[config.mk]
export PLATFORM = sky130hd
export DESIGN_NAME = ex_muldiv_seq_flat
export DESIGN_NICKNAME = d
export VERILOG_FILES = /design/src/rtl/ex_muldiv_seq_if.sv /design/src/rtl/ex_muldiv_seq.sv /design/src/flat_wrapper.sv
export SDC_FILE = /design/constraint.sdc
export NUM_CORES = 1
export LEC_CHECK = 0
export CAP_MARGIN = 0
export CORE_UTILIZATION = 47
export CTS_CLUSTER_SIZE = 30
export DETAILED_ROUTE_END_ITERATION = 7
export HOLD_SLACK_MARGIN = 0.08
export PLACE_DENSITY = 0.79
export SETUP_SLACK_MARGIN = 0.05
export SKIP_CTS_REPAIR_TIMING = 1
export SLEW_MARGIN = 5
export SYNTH_ARGS = -nofsm -noshare
export SYNTH_HDL_FRONTEND = slang
export SYNTH_SLANG_ARGS = --single-unit
[constraint.sdc]
create_clock -name clk -period 6.2 [get_ports clk]
set_input_delay 1.24 -clock clk [delete_from_list [all_inputs] [get_ports clk]]
set_output_delay 1.24 -clock clk [all_outputs]
set_load 0.02 [all_outputs]
[src/rtl/ex_muldiv_seq_if.sv]
// ex_muldiv_seq_if: issue/result bundle between ID/EX, the iterative
// multiply/divide unit and EX/MEM.
//
// Handshake: an issue request (start, op, a, b, rd_in) is taken on the rising
// edge where the unit is IDLE, start=1, mem_hold=0 and flush=0.  stall is the
// backpressure toward ID/EX: while it is high the issuing stages must hold
// their contents.  valid is a result strobe with no ready: it is high for one
// cycle (longer only while mem_hold freezes the unit), and result/rd_out are
// meaningful only while valid is high.
//
// Modports:
//   master - issuing pipeline side (drives the request, sees stall/result)
//   slave  - the multiply/divide unit
interface ex_muldiv_seq_if #(
  parameter int XLEN  = 32,
  parameter int TAG_W = 5
);
  logic             start;
  logic [2:0]       op;
  logic [XLEN-1:0]  a;
  logic [XLEN-1:0]  b;
  logic [TAG_W-1:0] rd_in;
  logic             stall;
  logic             valid;
  logic [XLEN-1:0]  result;
  logic [TAG_W-1:0] rd_out;

  modport master (
    output start, op, a, b, rd_in,
    input  stall, valid, result, rd_out
  );

  modport slave (
    input  start, op, a, b, rd_in,
    output stall, valid, result, rd_out
  );
endinterface

[src/rtl/ex_muldiv_seq.sv]
// ex_muldiv_seq: iterative RV32M multiply/divide unit for the execute stage.
// One operation at a time; one bit per cycle in CALC, then a sign fix-up
// cycle, then a one-cycle tagged result.  Divide-by-zero and the signed
// overflow case (most-negative / -1) skip the iteration entirely.
//
// Ports:
//   clk       pipeline clock
//   Rst       asynchronous active-low reset
//   mem_hold  global freeze: state, datapath and outputs hold
//   flush     abort current operation (wins over mem_hold and start)
//   bus       issue/result bundle (slave side)
//   state_dbg current FSM state (IDLE=0, CALC=1, FIX=2, DONE=3)
module ex_muldiv_seq #(
  parameter int XLEN  = 32,
  parameter int TAG_W = 5
) (
  input  logic           clk,
  input  logic           Rst,
  input  logic           mem_hold,
  input  logic           flush,
  ex_muldiv_seq_if.slave bus,
  output logic [1:0]     state_dbg
);
  localparam int CW = $clog2(XLEN + 1);
  localparam logic [XLEN-1:0] MOST_NEG = {1'b1, {(XLEN-1){1'b0}}};

  typedef enum logic [1:0] {IDLE = 2'd0, CALC = 2'd1, FIX = 2'd2, DONE = 2'd3} state_e;

  state_e             state_q, state_d;
  logic [CW-1:0]      cnt_q, cnt_d;
  logic [2:0]         op_q, op_d;
  logic [TAG_W-1:0]   rd_q, rd_d;
  logic               neg_a_q, neg_a_d;
  logic               neg_b_q, neg_b_d;
  // Multiply: {accumulator, multiplier}.  Divide: {partial remainder, dividend/quotient}.
  logic [2*XLEN-1:0]  acc_q, acc_d;
  // Multiplicand magnitude or divisor magnitude.
  logic [XLEN-1:0]    dsor_q, dsor_d;
  logic [XLEN-1:0]    res_q, res_d;

  logic               sgn_a, sgn_b, in_neg_a, in_neg_b;
  logic [XLEN-1:0]    mag_a, mag_b;
  logic [XLEN:0]      mul_sum;
  logic [XLEN:0]      div_shift;
  logic [XLEN+1:0]    div_diff;
  logic [2*XLEN-1:0]  prod_fix;
  logic [XLEN-1:0]    quo_fix, rem_fix;

  always_comb begin
    // Operand sign interpretation: MULH/DIV/REM signed both, MULHSU rs1 only.
    sgn_a    = (bus.op == 3'd1) | (bus.op == 3'd2) | (bus.op == 3'd4) | (bus.op == 3'd6);
    sgn_b    = (bus.op == 3'd1) | (bus.op == 3'd4) | (bus.op == 3'd6);
    in_neg_a = sgn_a & bus.a[XLEN-1];
    in_neg_b = sgn_b & bus.b[XLEN-1];
    mag_a    = in_neg_a ? ({XLEN{1'b0}} - bus.a) : bus.a;
    mag_b    = in_neg_b ? ({XLEN{1'b0}} - bus.b) : bus.b;

    // Shift-add step: add multiplicand to the upper half when the current
    // multiplier bit is set, then shift the whole product right by one.
    mul_sum   = {1'b0, acc_q[2*XLEN-1:XLEN]} + {1'b0, (acc_q[0] ? dsor_q : {XLEN{1'b0}})};
    // Restoring step: the guard bit holds the top of the shifted remainder.
    div_shift = {acc_q[2*XLEN-1:XLEN], acc_q[XLEN-1]};
    div_diff  = {1'b0, div_shift} - {2'b00, dsor_q};

    prod_fix = (neg_a_q ^ neg_b_q) ? ({(2*XLEN){1'b0}} - acc_q) : acc_q;
    quo_fix  = (neg_a_q ^ neg_b_q) ? ({XLEN{1'b0}} - acc_q[XLEN-1:0]) : acc_q[XLEN-1:0];
    rem_fix  = neg_a_q ? ({XLEN{1'b0}} - acc_q[2*XLEN-1:XLEN]) : acc_q[2*XLEN-1:XLEN];

    state_d = state_q;
    cnt_d   = cnt_q;
    op_d    = op_q;
    rd_d    = rd_q;
    neg_a_d = neg_a_q;
    neg_b_d = neg_b_q;
    acc_d   = acc_q;
    dsor_d  = dsor_q;
    res_d   = res_q;

    if (flush) begin
      state_d = IDLE;
      cnt_d   = '0;
    end else if (!mem_hold) begin
      case (state_q)
        IDLE: begin
          if (bus.start) begin
            op_d    = bus.op;
            rd_d    = bus.rd_in;
            neg_a_d = in_neg_a;
            neg_b_d = in_neg_b;
            acc_d   = {{XLEN{1'b0}}, mag_a};
            dsor_d  = mag_b;
            if (bus.op[2] && (bus.b == '0)) begin
              res_d   = bus.op[1] ? bus.a : {XLEN{1'b1}};
              state_d = DONE;
            end else if (((bus.op == 3'd4) || (bus.op == 3'd6)) &&
                         (bus.a == MOST_NEG) && (bus.b == {XLEN{1'b1}})) begin
              res_d   = bus.op[1] ? {XLEN{1'b0}} : bus.a;
              state_d = DONE;
            end else begin
              cnt_d   = CW'(XLEN);
              state_d = CALC;
            end
          end
        end
        CALC: begin
          if (op_q[2]) begin
            acc_d = div_diff[XLEN+1] ? {div_shift[XLEN-1:0], acc_q[XLEN-2:0], 1'b0}
                                     : {div_diff[XLEN-1:0], acc_q[XLEN-2:0], 1'b1};
          end else begin
            acc_d = {mul_sum, acc_q[XLEN-1:1]};
          end
          cnt_d = cnt_q - CW'(1);
          if (cnt_q == CW'(1)) state_d = FIX;
        end
        FIX: begin
          if (!op_q[2])    res_d = (op_q == 3'd0) ? prod_fix[XLEN-1:0] : prod_fix[2*XLEN-1:XLEN];
          else if (op_q[1]) res_d = rem_fix;
          else              res_d = quo_fix;
          state_d = DONE;
        end
        DONE: state_d = IDLE;
        default: state_d = IDLE;
      endcase
    end
  end

  always_ff @(posedge clk or negedge Rst) begin
    if (!Rst) begin
      state_q <= IDLE;
      cnt_q   <= '0;
      op_q    <= '0;
      rd_q    <= '0;
      neg_a_q <= 1'b0;
      neg_b_q <= 1'b0;
      acc_q   <= '0;
      dsor_q  <= '0;
      res_q   <= '0;
    end else begin
      state_q <= state_d;
      cnt_q   <= cnt_d;
      op_q    <= op_d;
      rd_q    <= rd_d;
      neg_a_q <= neg_a_d;
      neg_b_q <= neg_b_d;
      acc_q   <= acc_d;
      dsor_q  <= dsor_d;
      res_q   <= res_d;
    end
  end

  // Reset gates stall so a start held during reset does not freeze the pipe.
  assign bus.stall  = Rst & (((state_q == IDLE) & bus.start) | (state_q == CALC) | (state_q == FIX));
  assign bus.valid  = (state_q == DONE);
  assign bus.result = res_q;
  assign bus.rd_out = rd_q;
  assign state_dbg  = state_q;
endmodule
[src/flat_wrapper.sv]
// flat-port wrapper written by rule: the top's interface ports become plain ports
module ex_muldiv_seq_flat 
#(
  parameter int XLEN  = 32,
  parameter int TAG_W = 5
)
  (clk, Rst, mem_hold, flush, state_dbg, bus_start, bus_op, bus_a, bus_b, bus_rd_in, bus_stall, bus_valid, bus_result, bus_rd_out);
  ex_muldiv_seq_if #(.XLEN(XLEN), .TAG_W(TAG_W)) bus_i ();
  input  logic clk;
  input  logic Rst;
  input  logic mem_hold;
  input  logic flush;
  output logic [1:0] state_dbg;
  input wire logic [$bits(bus_i.start)-1:0] bus_start;
  input wire logic [$bits(bus_i.op)-1:0] bus_op;
  input wire logic [$bits(bus_i.a)-1:0] bus_a;
  input wire logic [$bits(bus_i.b)-1:0] bus_b;
  input wire logic [$bits(bus_i.rd_in)-1:0] bus_rd_in;
  output wire logic [$bits(bus_i.stall)-1:0] bus_stall;
  output wire logic [$bits(bus_i.valid)-1:0] bus_valid;
  output wire logic [$bits(bus_i.result)-1:0] bus_result;
  output wire logic [$bits(bus_i.rd_out)-1:0] bus_rd_out;
  assign bus_i.start = bus_start;
  assign bus_i.op = bus_op;
  assign bus_i.a = bus_a;
  assign bus_i.b = bus_b;
  assign bus_i.rd_in = bus_rd_in;
  assign bus_stall = bus_i.stall;
  assign bus_valid = bus_i.valid;
  assign bus_result = bus_i.result;
  assign bus_rd_out = bus_i.rd_out;
  ex_muldiv_seq #(.XLEN(XLEN), .TAG_W(TAG_W)) u_core (.clk(clk), .Rst(Rst), .mem_hold(mem_hold), .flush(flush), .bus(bus_i), .state_dbg(state_dbg));
endmodule
==> impl_metrics.csv, run 1 <==
group,metric,value,unit
global_routing,grt_first_pass_wirelength,80900,µm
sta,rsz0062_at_grt,"no",
drt,postRouteAntennaNets,0,
place,place_area,16200,µm²
floorplanning,floorplan.initialDensity,48.2,%
clocking,clock_sinks,146,
global_routing,antenna_found_initial,1,
logic_synthesis,synth-adder-area-share,7.51,%
sta,max_freq,0.208,GHz
global_routing,grt_pass1_vias,14600,
floorplanning,core,30900,µm²
sta,tns,0,ps
sta,fin_skew,12.7,ps
logic_synthesis,synth_compound_area_share,27.0,%
floorplanning,chipHeight,180,µm
drt,drt-vias-per-instance,6.45,
clocking,cts_max_path_buffers,2,
finish,syn_to_final_growth,13.0,%
setup_path,arrival,5150,ps
logic_synthesis,synth.distinct_cells,84,
finish,nets,2175,
drt,drtPass1Iterations,8,
drt,top_layer_used,"met5",
logic_synthesis,synth_area_per_cell,7.45,µm²
floorplanning,die_area,32400,µm²
power,p_leak,7.04,nW
setup_path,critical_path_class,"input pin to register",
drt,wl_met2,22500,µm
logic_synthesis,synth_top_area_share,24.5,%
run_status,status,"finished, violations left",
drt,drc,7,
drt,wl_met1,21500,µm
sta,hold_violations,0,
place,hpwl,38200,µm
place,portBuffers,117,
clocking,cts_root_buffer,"clkbuf_16",
global_routing,grt_max_degree,78,
power,power_density,532,nW/µm²
sta,worstMarginPinSlew,1180,ps
sta,setup_violations,0,
setup_path,crit_fanout,18,
sta,period_share,77.4,%
logic_synthesis,synthArstFlopShare,100,%
clocking,cts_buffers,17,
global_routing,grt_use_total,31.5,%
sta,slew_violations,0,
floorplanning,fp.dieW,180,µm
setup_path,worstPathRequired,6550,ps
clocking,h-tree-depth,4,
logic_synthesis,synth_top_family_by_area,"compound AO/OA/AOI/OAI gates",
setup_path,rr_worst_depth,11,
power,ir_worst_vdd,357,µV
floorplanning,io_pins,118,
run_status,violations,"DRC",
clocking,clock_latency,440,ps
floorplanning,num_rows,64,
min_path,hold_path.class,"register to register",
clocking,clkTransAtPathRegs,70,ps
logic_synthesis,yosys_most_used_dff,"dfrtp_1",
sta,max-slew-margin-rel,21.4,%
logic_synthesis,synth_edf_count,0,
clocking,cts_tree,"built",
sta,fin_hold_ws,479,ps
setup_path,end_kind,"register",
run,cap_violations,0,
global_routing,gr-total-overflow,0,
drt,drt_iter0_markers,1948,
drt,vias,15700,
finish,drive_gt1_share,4.57,%
finish,finalInstanceArea,16800,µm²
logic_synthesis,synthMuxAreaShare,3.80,%
logic_synthesis,ys_seq_area_share,24.5,%
sta,period_minus_slack,4800,ps
logic_synthesis,synth_top_area_cell,"dfrtp_1",
drt,wl_per_cell,21.2,µm
logic_synthesis,synthXorXnorAreaFrac,11.1,%
logic_synthesis,ys_ff_latch,146,
logic_synthesis,synth_simple_gate_area_share,20.6,%
finish,num_antenna_cells,0,
drt,routed_wl,51400,µm
setup_path,cp-start-kind,"input pin",
place,gp_congestion,1.00,
drt,dr_wl_met3,5520,µm
min_path,holdPathStages,2,
logic_synthesis,synth_area_leaders,"dfrtp_1 25%, o21ai_0 8.5%, nand2_1 6.9%",
logic_synthesis,synth_fp_nets,2151,
logic_synthesis,synth_cells,1997,
logic_synthesis,synth_area,14900,µm²
logic_synthesis,ys.warnings.count,0,
[stage by stage]
| stage | utilization (%) | power (W) | instances | worst slack [ps] |
|---|---|---|---|---|
| 2_1_floorplan | - | 0.00606 | 1997 | 2250 |
| 3_3_place_gp | 52.6 | 0.00760 | 2398 | 1200 |
| 3_5_place_dp | 52.6 | 0.00771 | 2398 | 1050 |
| 4_1_cts | 54.4 | 0.00878 | 2429 | 1490 |
| 5_1_grt | 54.4 | 0.00956 | 2429 | 1190 |
| 6_report | 54.4 | 0.00895 | 2429 | 1400 |
[per-layer routing]
metal | vias up | global-route usage [%]
met5 | - | 0
met1 | 7373 | 42.4
met2 | 929 | 48.9
met4 | 2 | 13.1
li1 | 7230 | -
met3 | 135 | 6.91
[Yosys cell counts (5+ instances only)]
cell,n
nor3_1,33
nand3b_1,7
a21oi_1,127
o221ai_1,14
a21o_1,32
nor4_1,22
o22ai_1,7
a211o_1,7
nand2_1,274
or4_1,15
nor2b_1,9
and2_1,5
buf_1,12
clkbuf_1,112
maj3_1,14
mux2i_1,52
o31a_1,7
and3_1,13
nor2_1,161
o211ai_1,17
a22oi_1,20
o21a_1,19
o31ai_1,26
xor2_1,89
xnor2_1,100
o21ai_0,253
a41oi_1,5
o41ai_1,12
nand2b_1,24
inv_1,66
or2_2,5
o21bai_1,5
nand4_1,16
ha_1,75
or3_1,20
nand3_1,35
dfrtp_1,146
a211oi_1,19
a31oi_1,30
buf_2,8
[registers in the layout, summed over array words and instances (netlist names)]
signal / count
u_core.neg_a_q: 1
u_core.bus.rd_out: 5
u_core.dsor_q: 32
u_core.bus.result: 32
u_core.cnt_q: 6
u_core.op_q: 3
u_core.acc_q: 64
u_core.state_dbg: 2
u_core.neg_b_q: 1
[layout by cell type, fill, tap and decap left out, drive strengths merged, types with 7 or more instances in the layout]
cell type	n
or3	21
a21o	32
o221ai	14
o21a	19
nor3	33
nand2b	24
maj3	14
clkdlybuf4s50	116
xor2	89
ha	75
buf	26
nor4	25
nor2b	9
o31a	7
a31oi	30
nand3b	7
a22oi	20
nand2	274
nor2	162
clkbuf	20
or4	17
dfrtp	146
and3	13
o21ai	258
o31ai	26
o41ai	12
a21oi	127
xnor2	100
inv	68
o211ai	17
a211o	7
mux2i	52
o22ai	7
nand4	16
nand3	36
a211oi	19
[cell type report]
cell class | count | area, µm²
clock buffers | 20 | 457
clock inverters | 11 | 105
fillers | 2885 | 14100
inverters | 67 | 251
multi-input cells | 1647 | 10500
flip-flops and latches | 146 | 3650
well taps | 396 | 495
repair buffers | 142 | 1360
[cells by family after synthesis]
family                   Yosys count
AND/OR/NAND/NOR                  660
multiplexers                      56
XOR/XNOR                         189
AO/OA/AOI/OAI                    651
flip-flops                       146
buffers and inverters            204
adder cells (fa/ha/maj)           91
[worst paths after layout]
check	from	to	slack (ps)
min in group asynchronous	Rst	u_core.acc_q[6]	710
worst max-delay path	bus_b[0]	u_core.bus.result[7]	1400
worst min register to register	u_core.dsor_q[20]	u_core.dsor_q[20]	480
max in group asynchronous	Rst	u_core.op_q[2]	4280
worst max register to register	u_core.acc_q[0]	u_core.bus.result[10]	1530
worst min-delay path	u_core.dsor_q[20]	u_core.dsor_q[20]	480
[power by group]
part	total (W)	internal [W]	switching, W
Combinational	0.00592	0.00234	0.00359
Sequential	0.00199	0.00130	0.000683
Clock	0.00104	0.000574	0.000467
Total	0.00895	0.00422	0.00474
[worst max-delay path: stages]
cell and delay [ps]:
clkdlybuf4s50_1 480, inv_1 110, ha_1 170, or3b_2 500, nor4_2 330, nand2_1 190, nor4_1 500, nand2b_1 230
o21ai_1 230, a21o_1 620, buf_4 310, nor2_1 60, a31oi_1 150
Power figures use the tool's default switching activity.
==> run 2, diff against run 1 <==
PLACE_DENSITY = 0.81   (was 0.79)
clock period = 4.4 ns   (was 6.2 ns; I/O delays follow)
==> impl_metrics.csv, run 2 (synthesis gave the netlist of run 1 again) <==
group,metric,value,unit
finish,num_antenna_cells,0,
setup_path,end_kind,"register",
setup_path,worstPathRequired,4700,ps
sta,hold_violations,0,
finish,layout_commonest_cell,"nand2_1",
min_path,min_delay_worst_endpoint,"u_core.bus.result[17]",
sta,tns,0,ps
setup_path,arrival,4340,ps
global_routing,gr-total-overflow,0,
setup_path,rr_worst_depth,14,
drt,postRouteAntennaNets,0,
power,ir_worst_vdd,532,µV
floorplanning,chipHeight,180,µm
finish,multiInputGateArea,10500,µm²
clocking,cts_tree,"built",
global_routing,grt_pass1_vias,14900,
floorplanning,fp.dieW,180,µm
finish,final_core_util,55.5,%
finish,nets,2213,
sta,period_minus_slack,4040,ps
setup_path,critical_path_class,"register to register",
finish,largest_register,"u_core.acc_q",
setup_path,rr_endpoint,"u_core.acc_q[62]",
sta,setup_violations,0,
power,power_density,749,nW/µm²
floorplanning,die_area,32400,µm²
drt,drc,5,
global_routing,antenna_found_initial,1,
clocking,clock_latency,440,ps
run,cap_violations,0,
setup_path,crit_fanout,9,
finish,layout_common_cells,"274 x nand2_1, 253 x o21ai_0, 160 x nor2_1",
run_status,status,"finished, violations left",
sta,period_share,91.9,%
global_routing,grt_max_degree,75,
setup_path,rrSetupSlack,360,ps
clocking,clock_sinks,146,
setup_path,r2r_start,"u_core.acc_q[0]",
clocking,cts_max_path_buffers,2,
clocking,cts_root_buffer,"clkbuf_16",
min_path,hold_path.class,"register to register",
drt,drt-vias-per-instance,6.47,
global_routing,grt_use_met1,43.4,%
place,gp_congestion,1.04,
clocking,clkTransAtPathRegs,70,ps
drt,routed_wl,52500,µm
finish,drive_gt1_share,6.37,%
min_path,hp-start,"u_core.bus.result[17]",
power,p_leak,7.25,nW
clocking,h-tree-depth,4,
finish,largest_register_ff_count,64,
global_routing,grt_first_pass_wirelength,82900,µm
global_routing,met3_usage,7.11,%
floorplanning,num_rows,64,
min_path,holdPathStages,2,
drt,vias,16000,
sta,max_freq,0.247,GHz
sta,fin_hold_ws,480,ps
floorplanning,io_pins,118,
finish,regArea,3650,µm²
floorplanning,core,30900,µm²
setup_path,cp-start-kind,"register",
sta,slew_violations,0,
sta,worstMarginPinSlew,1140,ps
clocking,cts_buffers,17,
global_routing,grt_most_used_layer,"met2",
finish,syn_to_final_growth,15.2,%
drt,wl_per_cell,21.3,µm
finish,fillCellCount,2884,
sta,rsz0062_at_grt,"no",
drt,drt_iter0_markers,2010,
run_status,violations,"DRC",
floorplanning,floorplan.initialDensity,48.2,%
place,place_area,16600,µm²
sta,fin_skew,11.1,ps
place,hpwl,39300,µm
drt,drtPass1Iterations,8,
sta,max-slew-margin-rel,23.7,%
global_routing,gr-usage-met2,48.5,%
global_routing,grt_use_total,32.2,%
place,portBuffers,117,
finish,finalInstanceArea,17100,µm²
## run 2: cell types whose count changed in the layout (fill, tap and decap cells not counted), moves of 2 or more
| cell | change |
|---|---|
| buf_4 | +34 |
| clkinv_4 | +3 |
| clkinvlp_4 | -2 |
| buf_12 | +4 |
## run 2: per-stage QoR
step / setup slack, ps / power (W) / std cells
after floorplan: 809 / 0.00855 / 1997
after global placement: 96.8 / 0.0108 / 2436
final: 357 / 0.0128 / 2468
after detailed placement: 33.9 / 0.0110 / 2436
after CTS: 490 / 0.0125 / 2468
after global routing: 203 / 0.0137 / 2468
## run 2: layer usage
metal / vias to the layer above / part of all wire, %
met5: - / 0.023
met1: 7474 / 41
met3: 194 / 11
li1: 7312 / -
met4: 2 / 4.9
met2: 977 / 43
## run 2: worst max path at each step
stage               slack [ps]                     to            start  depth (start not counted)
floorplan                  810  u_core.bus.result[29]         bus_b[0]                         13
global placement           100        u_core.cnt_q[5]         bus_b[0]                         13
detailed placement          30        u_core.cnt_q[5]         bus_b[0]                         13
CTS                        490        u_core.cnt_q[5]         bus_b[0]                         13
global route               200        u_core.cnt_q[5]         bus_b[0]                         13
finish                     360       u_core.acc_q[62]  u_core.acc_q[0]                         14
## run 2: power by group
group          total (W)  switching [W]  internal (W)  leakage, nW
Clock            0.00149       0.000676      0.000818        0.282
Sequential       0.00277       0.000939       0.00184         1.90
Combinational    0.00856        0.00517       0.00339         5.07
## run 2: final cells by class
cell class	count	area share, %
multi-input combinational	1647	61.1
sequential	146	21.3
timing repair buffer	180	9.89
tap	396	2.89
clock buffer	19	2.64
inverter	67	1.47
clock inverter	13	0.744
## run 2: critical path, cell delays in order (launching register included)
cell and delay, ps:
dfrtp_1 560, inv_1 510, nor2_1 110, ha_1 260, a211oi_1 390, o211ai_1 200, a41o_1 340, a21oi_1 180
buf_4 160, o211ai_1 90, nand2_1 210, o21ai_0 210, a211oi_1 330, mux2i_1 210, o311ai_0 130
